===== src/rtl/i232c_defs.sv =====
// i232c_defs: parity modes, receiver state encoding and parity check shared by the UART receiver
package i232c_defs;
  localparam int PAR_NONE = 0;
  localparam int PAR_EVEN = 1;
  localparam int PAR_ODD  = 2;
  typedef enum logic [2:0] {ST_IDLE, ST_START, ST_DATA, ST_PAR, ST_STOP} rx_state_t;
  function automatic logic parity_bad(input logic [7:0] d, input logic p, input int mode);
    return (^d ^ p) != (mode == PAR_ODD);
  endfunction
endpackage


===== src/rtl/sync_fifo.sv =====
// sync_fifo: show-ahead FIFO, push+pop allowed together even when full, drops and flags pushes when full
module sync_fifo #(
  parameter int WIDTH = 8,
  parameter int DEPTH = 16
) (
  input  logic                     clk,
  input  logic                     rst_n,
  input  logic                     wr,
  input  logic [WIDTH-1:0]         wdata,
  input  logic                     rd,
  output logic [WIDTH-1:0]         rdata,
  output logic                     valid,
  output logic [$clog2(DEPTH):0]   count,
  output logic                     ovf
);
  localparam int AW = $clog2(DEPTH);
  logic [WIDTH-1:0] mem [DEPTH];
  logic [AW-1:0] wp, rp;
  logic rd_ok, wr_ok;
  // a pop frees a slot in the same cycle, so a full FIFO still accepts a push alongside a pop
  always_comb begin
    rd_ok = rd && count != '0;
    wr_ok = wr && (count != (AW+1)'(DEPTH) || rd_ok);
    valid = count != '0;
    rdata = valid ? mem[rp] : '0;
  end
  // storage array, written only on accepted pushes
  always_ff @(posedge clk)
    if (wr_ok) mem[wp] <= wdata;
  // pointers wrap naturally at the power-of-two depth
  always_ff @(posedge clk) begin
    if (!rst_n) begin
      wp    <= '0;
      rp    <= '0;
      count <= '0;
      ovf   <= 1'b0;
    end else begin
      ovf   <= wr && !wr_ok;
      wp    <= wp + AW'(wr_ok);
      rp    <= rp + AW'(rd_ok);
      count <= count + (AW+1)'(wr_ok) - (AW+1)'(rd_ok);
    end
  end
endmodule


===== src/rtl/i232c_rx_fifo.sv =====
// i232c_rx_fifo: oversampling UART receiver with parity/stop checking feeding a show-ahead FIFO
module i232c_rx_fifo import i232c_defs::*; #(
  parameter logic [15:0] WTIME      = 16'h0006,
  parameter int          DATA_BITS  = 8,
  parameter int          PARITY     = 0,
  parameter int          STOP_BITS  = 1,
  parameter int          FIFO_DEPTH = 16
) (
  input  logic                          CLK,
  input  logic                          XRST,
  input  logic                          RX,
  output logic [7:0]                    DATA,
  output logic                          VALID,
  input  logic                          RD_EN,
  output logic [$clog2(FIFO_DEPTH):0]   COUNT,
  output logic                          FRAME_ERR,
  output logic                          PARITY_ERR,
  output logic                          OVERRUN
);
  localparam logic [15:0] HALF   = WTIME / 16'd2 - 16'd1;
  localparam logic [15:0] RELOAD = WTIME - 16'd1;
  localparam logic [2:0]  LAST   = 3'(DATA_BITS - 1);
  rx_state_t   state;
  logic [1:0]  sync, live;
  logic        rx_s, armed, push, par_bad, stop_idx;
  logic [15:0] timer;
  logic [2:0]  bit_idx;
  logic [7:0]  shreg;
  assign rx_s = sync[1];
  // two-flop synchroniser; idles high so reset never looks like a start bit
  always_ff @(posedge CLK) begin
    if (!XRST) sync <= 2'b11;
    else sync <= {sync[0], RX};
  end
  // receiver: timer counts down to each sample point; live marks when the synchroniser carries real RX samples
  always_ff @(posedge CLK) begin
    if (!XRST) begin
      state      <= ST_IDLE;
      live       <= 2'b00;
      armed      <= 1'b0;
      push       <= 1'b0;
      par_bad    <= 1'b0;
      stop_idx   <= 1'b0;
      timer      <= '0;
      bit_idx    <= '0;
      shreg      <= '0;
      FRAME_ERR  <= 1'b0;
      PARITY_ERR <= 1'b0;
    end else begin
      live       <= {live[0], 1'b1};
      push       <= 1'b0;
      FRAME_ERR  <= 1'b0;
      PARITY_ERR <= 1'b0;
      if (state != ST_IDLE && timer != '0) begin
        timer <= timer - 16'd1;
      end else begin
        case (state)
          ST_IDLE: begin
            if (!rx_s && armed) begin
              state <= ST_START;
              timer <= HALF;
            end else if (rx_s && live[1]) begin
              armed <= 1'b1;
            end
          end
          ST_START: begin
            if (rx_s) begin
              state <= ST_IDLE;
            end else begin
              state   <= ST_DATA;
              timer   <= RELOAD;
              bit_idx <= '0;
              shreg   <= '0;
            end
          end
          ST_DATA: begin
            shreg[bit_idx] <= rx_s;
            timer          <= RELOAD;
            if (bit_idx == LAST) begin
              state    <= (PARITY != PAR_NONE) ? ST_PAR : ST_STOP;
              stop_idx <= 1'b0;
              par_bad  <= 1'b0;
            end else begin
              bit_idx <= bit_idx + 3'd1;
            end
          end
          ST_PAR: begin
            par_bad  <= parity_bad(shreg, rx_s, PARITY);
            state    <= ST_STOP;
            timer    <= RELOAD;
            stop_idx <= 1'b0;
          end
          ST_STOP: begin
            if (!rx_s) begin
              FRAME_ERR <= 1'b1;
              armed     <= 1'b0;
              state     <= ST_IDLE;
            end else if (stop_idx == 1'(STOP_BITS - 1)) begin
              state      <= ST_IDLE;
              PARITY_ERR <= par_bad;
              push       <= !par_bad;
            end else begin
              stop_idx <= 1'b1;
              timer    <= RELOAD;
            end
          end
          default: state <= ST_IDLE;
        endcase
      end
    end
  end
  sync_fifo #(.WIDTH(8), .DEPTH(FIFO_DEPTH)) u_fifo (
    .clk   (CLK),
    .rst_n (XRST),
    .wr    (push),
    .wdata (shreg),
    .rd    (RD_EN),
    .rdata (DATA),
    .valid (VALID),
    .count (COUNT),
    .ovf   (OVERRUN)
  );
endmodule

===== config.mk =====
export PLATFORM = sky130hd
export DESIGN_NAME = i232c_rx_fifo
export DESIGN_NICKNAME = d
export VERILOG_FILES = /design/src/rtl/i232c_defs.sv /design/src/rtl/sync_fifo.sv /design/src/rtl/i232c_rx_fifo.sv
export SDC_FILE = /design/constraint.sdc
export NUM_CORES = 1
export LEC_CHECK = 0
export ABC_AREA = 0
export CAP_MARGIN = 0
export CORE_ASPECT_RATIO = 0.9
export CORE_MARGIN = 2
export CORE_UTILIZATION = 61
export DETAILED_ROUTE_END_ITERATION = 7
export PLACE_DENSITY_LB_ADDON = 0.1
export SLEW_MARGIN = 5
export SYNTH_ARGS = -nofsm -noshare
export SYNTH_HDL_FRONTEND = slang
export SYNTH_SLANG_ARGS = --single-unit

===== constraint.sdc =====
create_clock -name CLK -period 3.45 [get_ports CLK]
set_clock_uncertainty 0.15 [all_clocks]
set_input_delay 0.8625 -clock CLK [delete_from_list [all_inputs] [get_ports CLK]]
set_output_delay 0.8625 -clock CLK [all_outputs]
set_load 0.005 [all_outputs]

==> results.tsv, run 1 <==
metric	value	unit
status	complete, but fails checks	
violations	negative setup slack	
start_kind	flip-flop	
top_level_ports	21	
clkLatencyLatePin	0.43	ns
grt_remaining_overflow	0	
synth_edf_count	128	
chipHeight	110.9	µm
fin_cells	757	
ys_seq_area_frac	0.6334	
peakVddDrop	0.0007584	V
final_util	0.7235	
hold_viol	0	
synthCells	525	
critical_path_class	reg -> out	
cellPowerDensity	755.9	nW/µm²
synth_warnings	0	
ys.flop_type	edfxtp_1	
cp_data_required_time	2.44	ns
yosys-top-cells-count	edfxtp_1 (128), dfxtp_1 (53), nor2_1 (41)	
ys_types	62	
cts-root-buf	clkbuf_16	
dp_cells	709	
ys_seq_elements	181	
worst_pin_slew	0.8513	ns
syn-cell-area	7744	µm²
grt_pass1_vias	4711	
row_count	39	
grt_pass1_wl	26560	µm
max_freq	288.1	MHz
synth_nets	543	
holdBufCountCts	0	
htreeDepth	4	
clock_tree.buffer_depth	2	
setup_ws	-0.02071	ns
drt-total-wl	17050	µm
synth_top_area_frac	0.4964	
whs	0.2740	ns
yosys.area.top_type	edfxtp_1	
gp_congestion	0.8709	
critPathCaptureType	output port	
drive_gt1_frac	0.2428	
r2r_slack	0.16	ns
post_drt_wl_per_cell	22.52	µm
dpl.hpwl	10330	µm
nNetsFinal	599	
drt-initial-drc-count	508	
clock_sinks	181	
dr_total_vias	4829	
setup-violations-final	2	
cp.arrival	2.46	ns
antenna_found_initial	1	
p_total	6859	µW
die_w	122.8	µm
rsz0062_at_grt	true	
dpl_worst_slack	0.08133	ns
numPortBuffers	20	
area_growth	17.18	%
avgSynthCellArea	14.75	µm²
leakage	0.003020	µW
start_util	0.6175	
drv_cap	0	
grt_max_degree	35	
grt_util_all_layers	0.2704	
clk_pin_slew	0.06	ns
core_area	12540	µm²
maxSlewViolCount	0	
num_antenna_cells	0	
yosysMostFrequentCell	edfxtp_1	
drc	0	
die_area	13610	µm²
async_flop_share	0	
maxSlewHeadroom	0.4325	
ys_top_cells_by_area	edfxtp_1 (50%), dfxtp_1 (14%), mux4_2 (12%)	
min_path_type	reg -> reg	
fin_crit	3.471	ns
via_per_inst	6.379	
cts_inserted_buffers	17	
ant_nets	0	
crit_path_max_fanout	6	
finalCritPeriodShare	1.006	
cts_tree	yes	
drtPass1Iterations	5	
## power breakdown
group          total [µW]  leakage [µW]  internal, µW  switching, µW
Sequential           2600       0.00151          2420            172
Clock                1840      0.000268          1050            791
Combinational        2420       0.00124          1220           1200
## routing by layer
| metal | vias up | wire length [µm] | GRT usage |
|---|---|---|---|
| met2 | 190 | 8628 | 0.4379 |
| met1 | 2446 | 7010 | 0.3629 |
| met5 | - | 13 | 0 |
| met4 | 2 | 295 | 0.08506 |
| met3 | 31 | 1101 | 0.06481 |
| li1 | 2160 | - | - |
## placed cells by master (no fill, tap or decap), drive strengths merged, types with 14 or more instances in the layout
cell type,n
edfxtp,128
dfxtp,53
buf,52
nor2,41
mux4,40
a21oi,24
clkbuf,17
inv,17
and2,17
nand2,14
or4,14
## layout make-up
class / instances / area, µm²
Clock buffer: 17 / 425.4
Clock inverter: 14 / 135.1
Fill cell: 763 / 3467
Inverter: 16 / 60.06
Multi-Input combinational cell: 301 / 2673
Sequential cell: 181 / 4908
Tap cell: 164 / 205.2
Timing Repair Buffer: 64 / 666.9
## sequential cells by signal, indices dropped and copies added (netlist names), 2 cells and up
register      cells
u_fifo.mem      128
timer            16
shreg             8
u_fifo.count      5
u_fifo.rp         4
u_fifo.wp         4
bit_idx           3
state             3
live              2
sync              2
## metrics by stage
step / cell area [µm²] / setup TNS, ns
2_1_floorplan: 7744 / 0
3_3_place_gp: 8259 / 0
3_5_place_dp: 8259 / 0
4_1_cts: 9077 / 0
5_1_grt: 9074 / -0.2983
6_report: 9074 / -0.02614
## final timing paths
path                         startpoint                         end  cells after the start
max             u_fifo.rp[0]$_SDFF_PN0_                     DATA[3]                      6
min                  sync[0]$_SDFF_PN1_          sync[1]$_SDFF_PN1_                      1
max reg2reg  u_fifo.count[3]$_SDFF_PN0_  u_fifo.count[4]$_SDFF_PN0_                     12
min reg2reg          sync[0]$_SDFF_PN1_          sync[1]$_SDFF_PN1_                      1
## cells by family after synthesis
kind of cell | after synthesis | share of synthesized area
compound gates | 77 | 0.06480
xor+xnor | 16 | 0.01987
fa+ha+maj | 14 | 0.02359
buf+inv | 43 | 0.02310
flops | 181 | 0.6334
mux | 42 | 0.1189
simple gates | 152 | 0.1163
## critical path, cell delays in order (launching register included)
cell,delay [ns]
dfxtp_4,0.46
buf_16,0.14
buf_8,0.11
mux4_2,0.56
mux4_2,0.48
and2_1,0.14
buf_2,0.12
## what timing repair did
action / CTS / global route
setup endpoints to repair: 8 / 8
gates cloned: 3 / 0
pin swaps: 8 / 2
resized for setup: 56 / 5
setup buffers: 15 / 0
Power figures use the tool's default switching activity.
==> run 2, diff against run 1 <==
--- a/config.mk
+++ b/config.mk
@@ -6,6 +6,7 @@
 export NUM_CORES = 1
 export LEC_CHECK = 0
 export ABC_AREA = 0
+export ABC_CLOCK_PERIOD_IN_PS = 3450
 export CAP_MARGIN = 0
 export CORE_ASPECT_RATIO = 0.9
 export CORE_MARGIN = 2
==> results of run 2 <==
Same layout as run 1: the final DEF is identical, and so are final timing and power.
==> run 3, diff against run 2 <==
--- a/config.mk
+++ b/config.mk
@@ -10,7 +10,7 @@
 export CAP_MARGIN = 0
 export CORE_ASPECT_RATIO = 0.9
 export CORE_MARGIN = 2
-export CORE_UTILIZATION = 61
+export CORE_UTILIZATION = 45
 export DETAILED_ROUTE_END_ITERATION = 7
 export PLACE_DENSITY_LB_ADDON = 0.1
 export SLEW_MARGIN = 5
==> run 3 against run 2 <==
The flow now finishes without violations. Cell count grew 6.3%. Via count shrank 4.9%. Critical path depth grew 1. Clock-buffer cell count grew 1. Worst setup slack gained 0.075 ns. Critical endpoint is now DATA[6]. Wire length shrank 3.3%.
==> results.tsv, run 3 (synthesized netlist as in run 1, its figures left out) <==
metric	value	unit
status	finished clean	
antenna_found_initial	0	
finalCritPeriodShare	0.9843	
dpl_worst_slack	0.1665	ns
fin_crit	3.396	ns
cts_tree	yes	
drtPass1Iterations	4	
peakVddDrop	0.0005923	V
cp.arrival	2.38	ns
critical_path_class	reg -> out	
gp_congestion	0.7897	
cellPowerDensity	766.4	nW/µm²
final_cell_mix	edfxtp_1 (128), dfxtp_1 (52), nor2_1 (41), mux4_2 (40), buf_4 (28)	
final_common_cell	edfxtp_1	
grt_pass1_vias	4548	
tns	0	ns
grt_util_all_layers	0.1937	
drive_gt1_frac	0.2508	
leakage	0.003052	µW
holdBufCountCts	0	
cts_inserted_buffers	17	
numPortBuffers	20	
min_path_type	reg -> reg	
dr_total_vias	4590	
ant_nets	0	
regArea	4908	µm²
drv_cap	0	
post_drt_wl_per_cell	20.48	µm
n_fill_cell	1370	
drt-initial-drc-count	292	
final_area	9173	µm²
area_growth	18.45	%
die_area	18280	µm²
clock_tree.buffer_depth	2	
clk_pin_slew	0.07	ns
start_util	0.4600	
drt-total-wl	16490	µm
num_antenna_cells	0	
crit_path_max_fanout	6	
worst_pin_slew	0.9219	ns
multi_input_area	2675	µm²
cts-root-buf	clkbuf_16	
core_area	16830	µm²
row_count	45	
setup-violations-final	0	
reg_top3	u_fifo.mem x128, timer x16, shreg x8	
largest_register_ffs	128	
critPathCaptureType	output port	
chipHeight	128.5	µm
top_level_ports	21	
grt_max_degree	35	
grt_remaining_overflow	0	
nNetsFinal	599	
clkLatencyLatePin	0.43	ns
place_area	8308	µm²
cp_data_required_time	2.44	ns
maxSlewViolCount	0	
grt_pass1_wl	26010	µm
largest_register	u_fifo.mem	
setup_ws	0.05409	ns
hold_viol	0	
clock_sinks	181	
maxSlewHeadroom	0.3854	
max_freq	294.5	MHz
htreeDepth	4	
die_w	142.3	µm
dpl.hpwl	10610	µm
rsz0062_at_grt	true	
drc	0	
via_per_inst	5.702	
start_kind	flip-flop	
whs	0.2720	ns
==> run 3: cell types whose count changed in the layout (fill, tap and decap cells not counted), moves of 3 or more <==
cell / previous run / this run
buf_6: 9 / 12
clkinv_1: 4 / 1
clkinvlp_4: 3 / 0
buf_8: 4 / 0
inv_8: 0 / 4
clkinv_4: 1 / 4
==> run 3: through the flow <==
step,std cells,power [µW],util
2_1_floorplan,525,4136,-
3_5_place_dp,753,4775,0.4935
5_1_grt,805,7399,0.5449
6_report,805,7030,0.5449
4_1_cts,802,7039,0.5433
3_3_place_gp,753,4749,0.4935
==> run 3: path summary, 6_finish.rpt <==
| check | start | to | slack (ns) | cells past startpoint |
|---|---|---|---|---|
| worst max-delay path | u_fifo.rp[0]$_SDFF_PN0_ | DATA[6] | 0.05 | 7 |
| worst min-delay path | sync[0]$_SDFF_PN1_ | sync[1]$_SDFF_PN1_ | 0.27 | 1 |
| worst max register to register | u_fifo.count[2]$_SDFF_PN0_ | u_fifo.count[4]$_SDFF_PN0_ | 0.25 | 12 |
| worst min register to register | sync[0]$_SDFF_PN1_ | sync[1]$_SDFF_PN1_ | 0.27 | 1 |
==> run 3: power by group <==
group          internal (µW)  switching [µW]
registers               2420             152
clock network           1050             893
logic                   1260            1260
==> run 3: what timing repair did <==
| action | 4_1_cts | 5_1_grt |
|---|---|---|
| buffers inserted | 15 | 4 |
| resized for setup | 47 | 5 |
| pin swaps | 6 | 0 |
| cloned | 2 | 0 |
| setup endpoints to repair | 8 | 7 |
==> run 3: cell type report <==
type | instances | share of cell area
flip-flops and latches | 181 | 0.5351
multi-input cells | 301 | 0.2916
repair buffers | 64 | 0.07202
clock buffers | 18 | 0.04788
well taps | 211 | 0.02878
clock inverters | 14 | 0.01801
inverters | 16 | 0.006548
==> run 3: routing by layer <==
metal  wire (µm)  vias up  global-route usage
met1        7494     2313              0.2581
met5           0        -                   0
met4         201        0             0.05824
li1            -     2165                   -
met3         615       19             0.04019
met2        8177       93              0.3237
==> run 3: critical path: stages, from the launching register on <==
cell and delay, ns:
dfxtp_4 0.37, buf_12 0.13, buf_16 0.13, buf_12 0.11, mux4_2 0.50, mux4_2 0.46
and2_4 0.15, buf_6 0.11
